$ cat config.mk
export PLATFORM = sky130hd
export DESIGN_NAME = fetch_unit
export DESIGN_NICKNAME = d
export VERILOG_FILES = /design/src/rtl/fetch_unit.sv
export SDC_FILE = /design/constraint.sdc
export NUM_CORES = 1
export LEC_CHECK = 0
export ABC_AREA = 1
export BUFFER_PORTS_ARGS = -buffer_cell sky130_fd_sc_hd__buf_2
export CAP_MARGIN = 20
export CORE_ASPECT_RATIO = 2
export CORE_MARGIN = 3
export CORE_UTILIZATION = 35
export CTS_BUF_LIST = sky130_fd_sc_hd__clkbuf_8 sky130_fd_sc_hd__clkbuf_16
export DETAILED_ROUTE_END_ITERATION = 12
export GPL_TIMING_DRIVEN = 0
export PLACE_DENSITY = 0.62
export SYNTH_ARGS = -nofsm -noshare
export SYNTH_HDL_FRONTEND = slang
export SYNTH_SLANG_ARGS = --single-unit
$ cat constraint.sdc
create_clock -name clk -period 2.85 [get_ports clk]
set_input_delay 0.1425 -clock clk [delete_from_list [all_inputs] [get_ports clk]]
set_output_delay 0.1425 -clock clk [all_outputs]
set_load 0.02 [all_outputs]
$ cat src/rtl/fetch_unit.sv
// Instruction fetch stage: PC register, IF/ID pipeline register, branch redirect and halt detection.
// state | meaning
// RUN   | fetching sequentially, honouring stalls and branch redirects
// HALT  | halt word captured; fetch frozen until reset
module fetch_unit #(
    parameter logic [18:0] RESET_PC  = 19'h00000,
    parameter logic [18:0] HALT_WORD = 19'h7FFFF
) (
    input  logic        clk,
    input  logic        rst,
    output logic [18:0] pc,
    input  logic [18:0] RD,
    input  logic        branch_en,
    input  logic [18:0] branch_target,
    input  logic        id_ready,
    output logic [18:0] instr_out,
    output logic [18:0] pc_out,
    output logic        instr_valid,
    output logic        halted
);

    typedef enum logic {RUN = 1'b0, HALT = 1'b1} state_t;

    localparam logic [18:0] WORD_MASK = 19'h7FFFC;

    state_t      state_q, state_d;
    logic [18:0] pc_q, pc_d;
    logic [18:0] instr_q, instr_d;
    logic [18:0] pc_out_q, pc_out_d;
    logic        valid_q, valid_d;

    always_ff @(posedge clk) begin
        if (!rst) begin
            state_q  <= RUN;
            pc_q     <= RESET_PC & WORD_MASK;
            instr_q  <= '0;
            pc_out_q <= '0;
            valid_q  <= 1'b0;
        end else begin
            state_q  <= state_d;
            pc_q     <= pc_d;
            instr_q  <= instr_d;
            pc_out_q <= pc_out_d;
            valid_q  <= valid_d;
        end
    end

    always_comb begin
        state_d  = state_q;
        pc_d     = pc_q;
        instr_d  = instr_q;
        pc_out_d = pc_out_q;
        valid_d  = valid_q;
        case (state_q)
            RUN: begin
                if (branch_en) begin
                    pc_d    = branch_target & WORD_MASK;
                    valid_d = 1'b0;
                end else if (!valid_q || id_ready) begin
                    instr_d  = RD;
                    pc_out_d = pc_q;
                    valid_d  = 1'b1;
                    // The halt word parks pc on its own address.
                    if (RD == HALT_WORD) begin
                        state_d = HALT;
                    end else begin
                        pc_d = pc_q + 19'd4;
                    end
                end
            end
            HALT: begin
                if (valid_q && id_ready) begin
                    valid_d = 1'b0;
                end
            end
            default: state_d = RUN;
        endcase
    end

    assign pc          = pc_q;
    assign instr_out   = instr_q;
    assign pc_out      = pc_out_q;
    assign instr_valid = valid_q;
    assign halted      = (state_q == HALT);

endmodule
==> results of run 1 <==
==> stage by stage <==
stage | std cells | instance area [sq um] | total power, uW | utilization
3_5_place_dp | 580 | 3200 | 1220 | 0.441
2_1_floorplan | 395 | 2620 | 1090 | -
4_1_cts | 588 | 3400 | 2030 | 0.468
5_1_grt | 588 | 3400 | 2100 | 0.468
3_3_place_gp | 580 | 3200 | 1220 | 0.441
6_report | 588 | 3400 | 2020 | 0.468
==> worst max-delay path, stage by stage (launching register included) <==
cell and delay [ps]:
dfxtp_1 350, nor2_1 100, inv_1 60, nor2_1 350
inv_1 130, clkbuf_1 270, nor2_1 250, nor2_1 80
==> cell type report <==
type	count	area (sq um)	area share
Clock inverter	3	71.3	0.0210
Timing Repair Buffer	93	465	0.137
Sequential cell	55	1100	0.324
Clock buffer	5	125	0.0368
Tap cell	92	115	0.0339
Inverter	32	120	0.0353
Buffer	22	113	0.0331
Multi-Input combinational cell	286	1290	0.379
==> per-layer routing <==
| metal | global-route usage | share of wire | vias to the layer above | wire (microns) |
|---|---|---|---|---|
| li1 | - | - | 1442 | - |
| met1 | 0.205 | 0.36 | 1229 | 3040 |
| met2 | 0.373 | 0.53 | 98 | 4480 |
| met3 | 0.0404 | 0.051 | 25 | 432 |
| met4 | 0.127 | 0.052 | 0 | 438 |
| met5 | 0 | 0 | - | 0 |
==> synthesized netlist by cell type, types with 2 or more instances <==
cell type / n
nand2_1: 85
nor2_1: 81
dfxtp_1: 55
o21ai_0: 51
a21oi_1: 29
inv_1: 29
nand3_1: 18
clkbuf_1: 11
buf_4: 5
nand4_1: 3
buf_1: 2
buf_2: 2
inv_2: 2
or2_2: 2
xnor2_1: 2
==> report_power, final <==
group	internal (uW)	total (uW)	switching (uW)	leakage, uW
registers	824	866	42.2	0.000455
clock network	510	813	303	0.0000959
logic	116	337	220	0.00112
==> cells by family after synthesis <==
logic type               count (synthesis)
AND/OR/NAND/NOR                        194
AO/OA/AOI/OAI                           83
flip-flops                              55
buffers and inverters                   54
XOR/XNOR                                 3
adder cells (fa/ha/maj)                  1
other                                    1
multiplexers                             1
==> final timing paths <==
check	from	to	slack, ps	cells past startpoint
worst max-delay path	halted	pc_out[8]	1150	7
worst max register to register	halted	pc_out[8]	1150	7
worst min register to register	pc[18]	pc[18]	510	2
worst min-delay path	RD[18]	instr_out[18]	80	3
==> sequential cells by signal, indices dropped and copies added (netlist names) <==
register and count:
instr_out 19, instr_valid 1, pc 17, pc_out 17, halted 1
==> impl_metrics.ini, run 1 <==
[finish]
drive_gt1_frac = 0.240
layout_common_cells = buf_2, nand2_1, nor2_1, dfxtp_1, o21ai_0
area_delta_synth_final_pct = 30.2
layout_commonest_cell = buf_2
fillers = 777
n_antenna_cell = 0
nets = 538

[die]
fp.dieH_microns = 128
die_w_microns = 67.1
die-area_sq_mm = 0.00859
num_rows = 44
io_pins = 101
core_area_sq_mm = 0.00727
start_util = 0.359

[timing]
fin_tns_setup_ps = 0
hold-worst-slack_ps = 77.9
slew_headroom = 0.664
period_minus_slack_ps = 1700
drv_slew = 0
finalHoldViolCount = 0
setup_violations = 0
setup_slack_ps = 1150
clock.fmax_mhz = 587
rsz0062_at_grt = false
timing.final.crit_share = 0.598
finalClockSkew_ps = 5.58
tightest_slew_ps = 504

[detailed_routing]
wl_per_cell_microns = 14.3
ant_nets = 0
drc = 0
drtIter0Drc = 118
num_vias = 2794
vias_per_cell = 4.75
drt_wl_total_microns = 8390
dr.pass1.iters = 4

[logic_synthesis]
async_flop_share = 0
synth_top_area_share = 0.422
synthCells = 392
synth_compound_area_frac = 0.166
yosysTopAreaCell = dfxtp_1
synth_top_family_by_area = simple AND/OR/NAND/NOR gates
syn_avg_cell_area_sq_um = 6.66
synthAdderAreaFrac = 0.00479
ys_seq_elements = 55
synth_top_cells_by_area = dfxtp_1, nand2_1, nor2_1
synth_area_sq_mm = 0.00261
yosys.area_share.simple = 0.303
synth.area.mux_share = 0.00384
ys_warn_count = 0
synth_edf_count = 0
synth_xor_area_frac = 0.0101
ys_seq_area_frac = 0.422
synth_cell_types = 30
synthFlopType = dfxtp_1

[place]
gp_congestion = 0.900
hpwl_microns = 6650
preCtsSetupSlack_ps = 1080
portBuffers = 93

[clock_tree]
clkTransAtPathRegs_ps = 80
clk_latency_ps = 300
postCtsSetupBuffers = 0
post_cts_resized = 0
cts_max_level = 2
clk_path_buf_depth = 2
cts_sinks = 55
cts_root_buf = clkbuf_16
cts_inserted_buffers = 5
cts_hold_buffers = 0
cts_tree = done

[global_route]
grt_pass1_wl_microns = 13300
grt_pass1_vias = 2787
grt_max_degree = 19
antenna_found_initial = 0
grt_overflow = 0
grt_use_total = 0.206

[run_status]
outcome = finished, final reports clean

[critical_path]
path_max_fanout = 10
worstSetupEndpointType = register
worst_ep_required_time_ps = 3040
crit_path_start_kind = register
crit_arrival_ps = 1890
crit_type = register to register

[pwr]
powerDensity_mw_per_mm2 = 593
ir_worst_vdd_mv = 0.374
p_leak_uw = 0.00167

[flow_run]
maxCapViolCount = 0

[min_path]
worstHoldPathType = input pin to register
(Power assumes the default switching activity.)
==> run 2: changes to the inputs <==
- clock period: 2.85 -> 1.6 ns (I/O delays scaled with it)
==> run 2 against run 1 <==
  * Cell count unchanged
  * Sequential power is 79% higher
  * Wire length up 0.42%
  * Sequential cell count unchanged
  * Combinational power is 81% higher
  * Critical path depth unchanged
  * Worst hold slack got worse by 62 ps
  * Register-to-register slack got worse by 1000 ps
  * Total power is 79% higher
  * Clock power grew 77%
  * Critical path type unchanged
==> impl_metrics.ini, run 2 (synthesis results as in run 1) <==
[die]
die_w_microns = 67.1
num_rows = 44
core_area_sq_mm = 0.00727
fp.dieH_microns = 128
die-area_sq_mm = 0.00859
start_util = 0.359
io_pins = 101

[detailed_routing]
ant_nets = 0
met2_length_microns = 4590
num_vias = 2833
wl_per_cell_microns = 14.3
top_layer_used = met4
route.met3.wl_microns = 483
vias_per_cell = 4.82
dr.pass1.iters = 4
wl_met1_microns = 2910
drt_wl_total_microns = 8430
drc = 0
drtIter0Drc = 102

[place]
hpwl_microns = 6650
preCtsSetupSlack_ps = -174
gp_congestion = 0.900
portBuffers = 93

[pwr]
ir_worst_vdd_mv = 0.662
p_leak_uw = 0.00167
power_uw = 3600
powerDensity_mw_per_mm2 = 1030

[finish]
multi_input_area_sq_mm = 0.00136
largest_register_ffs = 19
drive_gt1_frac = 0.276
ff_latch_area_sq_mm = 0.00111
area_delta_synth_final_pct = 33.3
fillers = 772
layout_commonest_cell = buf_2
n_antenna_cell = 0
fin_util = 0.479
nets = 538
layout_common_cells = buf_2, nand2_1, nor2_1, o21ai_0, dfxtp_1

[run_status]
outcome = finished, final reports clean

[critical_path]
crit_chain = inv_1 > nor2_2 > nor2_4 > inv_1 > clkbuf_1 > nor2_2 > nor2_1
crit_type = register to register
slowest_stage = clkbuf_1
cpPeakStageDelay_ps = 430
worst_ep_required_time_ps = 1840
critPathBufInv = 3
path_max_fanout = 10
worstSetupEndpointType = register
crit_arrival_ps = 1710
crit_path_start_kind = register
cpLargestDelayFamily = buffers and inverters

[timing]
timing.final.crit_share = 0.920
setup_slack_ps = 129
clock.fmax_mhz = 680
finalHoldViolCount = 0
fin_tns_setup_ps = 0
finalClockSkew_ps = 5.62
tightest_slew_ps = 540
drv_slew = 0
slew_headroom = 0.640
setup_violations = 0
period_minus_slack_ps = 1470

[global_route]
grt_pass1_wl_microns = 13300
grt_pass1_vias = 2787
grt_max_degree = 19
grt_overflow = 0
antenna_found_initial = 0
grt_use_total = 0.206

[clock_tree]
clk_path_buf_depth = 2
cts_sinks = 55
clkTransAtPathRegs_ps = 80
clk_latency_ps = 300
cts_root_buf = clkbuf_16
cts_hold_buffers = 0
cts_tree = done
cts_inserted_buffers = 5
postCtsSetupBuffers = 0
cts_max_level = 2

[min_path]
worstHoldPathType = input pin to register

[flow_run]
maxCapViolCount = 0
run 2: worst register-to-register path, cell delays in order (launching register included):
cell and delay, ps:
dfxtp_1 330, inv_1 60, nor2_2 170, nor2_4 90, inv_1 90, clkbuf_1 430
nor2_2 100, nor2_1 140
run 2: layout make-up:
type,instances,share of cell area
timing repair buffer,93,0.134
tap,92,0.0331
clock buffer,5,0.0360
sequential,55,0.318
buffer,22,0.0331
multi-input combinational,286,0.391
inverter,32,0.0345
clock inverter,3,0.0205
run 2: through the flow:
step	hold WS (ps)	std cells	area [sq um]
after CTS	15.1	588	3420
after floorplan	215	395	2620
after global routing	14.0	588	3480
after detailed placement	328	580	3200
after global placement	322	580	3200
final	16.1	588	3480
run 2: path summary, 6_finish.rpt:
path / from / to / slack (ps) / cells after the start
setup / recovery: instr_valid / pc_out[8] / 130 / 7
hold / removal: RD[15] / instr_out[15] / 20 / 3
setup reg to reg: instr_valid / pc_out[8] / 130 / 7
hold reg to reg: pc[18] / pc[18] / 500 / 2
run 2: report_power, final:
group | internal, uW | switching (uW) | total [uW]
clock network | 909 | 534 | 1440
registers | 1470 | 78.4 | 1550
logic | 213 | 398 | 610
total | 2590 | 1010 | 3600
run 2: repair_timing:
item / 4_1_cts / 5_1_grt
resized for setup: 6 / 21
cloned: 0 / 0
endpoints found under the setup margin: 12 / 36
run 2: routing by layer:
metal,vias to the layer above,track usage
met5,-,0
met4,0,0.127
met2,106,0.374
met3,26,0.0404
li1,1445,-
met1,1256,0.206
==> run 3: changes to the inputs <==
- BUFFER_PORTS_ARGS: -buffer_cell sky130_fd_sc_hd__buf_2 -> -buffer_cell sky130_fd_sc_hd__buf_4
==> run 3 against run 2 <==
  * Worst hold slack worse by 8.0 ps
  * Non-clock buffer count is 1 higher
  * Critical path depth is 1 higher
  * Critical path type unchanged
==> impl_metrics.ini, run 3 (synthesis results as in run 1) <==
[global_route]
antenna_found_initial = 0
grt_pass1_vias = 2736
grt_overflow = 0
grt_pass1_wl_microns = 13400
grt_use_total = 0.208
grt_max_degree = 18

[die]
start_util = 0.359
io_pins = 101
fp.dieH_microns = 128
die-area_sq_mm = 0.00859
num_rows = 44
die_w_microns = 67.1
core_area_sq_mm = 0.00727

[finish]
layout_commonest_cell = buf_4
fillers = 809
layout_common_cells = buf_4, nand2_1, nor2_1, o21ai_0, dfxtp_1
nets = 539
n_antenna_cell = 0
area_delta_synth_final_pct = 40.5
largest_register_ffs = 19
drive_gt1_frac = 0.278
fin_util = 0.504

[critical_path]
path_max_fanout = 5
worst_ep_required_time_ps = 1790
crit_arrival_ps = 1760
critPathBufInv = 1
crit_path_start_kind = register
cpPeakStageDelay_ps = 390
worst_path_most_repeated_cell = nor2_1
slowest_stage = dfxtp_2
worstSetupEndpointType = register
crit_type = register to register
cpLargestDelayFamily = simple AND/OR/NAND/NOR gates
crit_chain = ha_2 > nand3_1 > nor2_2 > buf_4 > xnor2_1 > o21ai_0 > nor2_1 > nor2_1

[detailed_routing]
drc = 0
ant_nets = 0
vias_per_cell = 4.83
route.met3.wl_microns = 361
num_vias = 2844
met2_length_microns = 4840
drtIter0Drc = 196
drt_wl_total_microns = 8650
wl_met1_microns = 3100
dr.pass1.iters = 4
wl_per_cell_microns = 14.7
top_layer_used = met4

[clock_tree]
cts_max_level = 2
cts_root_buf = clkbuf_16
clk_path_buf_depth = 2
clkTransAtPathRegs_ps = 70
cts_sinks = 55
cts_tree = done
cts_hold_buffers = 0
cts_inserted_buffers = 5
clk_latency_ps = 300

[timing]
hold-worst-slack_ps = 8.11
rsz0062_at_grt = true
finalClockSkew_ps = 4.66
drv_slew = 0
setup_violations = 0
clock.fmax_mhz = 639
timing.final.crit_share = 0.978
fin_tns_setup_ps = 0
period_minus_slack_ps = 1560
finalHoldViolCount = 0

[pwr]
p_leak_uw = 0.00172
ir_worst_vdd_mv = 0.856
powerDensity_mw_per_mm2 = 958

[run_status]
outcome = finished, final reports clean

[place]
hpwl_microns = 6790
gp_congestion = 0.914
portBuffers = 93

[flow_run]
maxCapViolCount = 0

[min_path]
worstHoldPathType = input pin to register
## run 3: changes by cell type in the layout (fill, tap and decap cells not counted), sizes merged
cell,previous run,this run
clkbuf,17,16
inv,32,33
bufinv,2,1
buf,103,105
## run 3: what timing repair did
action / in CTS / in global routing
pin swaps: 0 / 2
buffers inserted: 0 / 1
endpoints found under the setup margin: 23 / 30
gates cloned: 0 / 0
resized for setup: 5 / 20
## run 3: worst paths after layout
check        startpoint            end  slack (ps)  cells after the start
max               pc[3]          pc[8]          40                      8
min              RD[13]  instr_out[13]           8                      3
min reg2reg      pc[18]         pc[18]         510                      2
max reg2reg       pc[3]          pc[8]          40                      8
## run 3: final cells by class
cell class,instances,area (sq um),area share
Multi-Input combinational cell,286,1340,0.364
Sequential cell,55,1110,0.302
Timing Repair Buffer,94,706,0.192
Clock buffer,5,125,0.0341
Inverter,32,120,0.0328
Buffer,22,116,0.0317
Tap cell,92,115,0.0314
Clock inverter,3,42.5,0.0116
## run 3: where the power goes
group	total (uW)	switching (uW)	internal (uW)
sequential	1550	82.5	1470
combinational	688	399	289
clock	1270	532	740
total	3510	1010	2500
## run 3: worst reg2reg max path, delay by kind of cell (launching register included)
family / cells / cell delay, ps
AOI/OAI and AO/OA: 1 / 90
and+or+nand+nor: 4 / 530
xor gates and xnor gates: 1 / 100
DFF: 1 / 390
adders and majority gates: 1 / 220
buffers and inverters: 1 / 130
## run 3: metal layers
metal,vias to the layer above,GRT usage
met5,-,0
met4,0,0.103
met3,19,0.0316
met2,85,0.391
met1,1290,0.211
li1,1450,-
## run 3: per-stage QoR
stage	cells	instance area [sq um]	setup WS (ps)	total power [uW]
2_1_floorplan	395	2620	89.6	1930
3_3_place_gp	580	3430	-182	2260
3_5_place_dp	580	3430	-218	2260
4_1_cts	588	3610	-5.41	3530
5_1_grt	589	3670	-52.3	3660
6_report	589	3670	35.3	3510
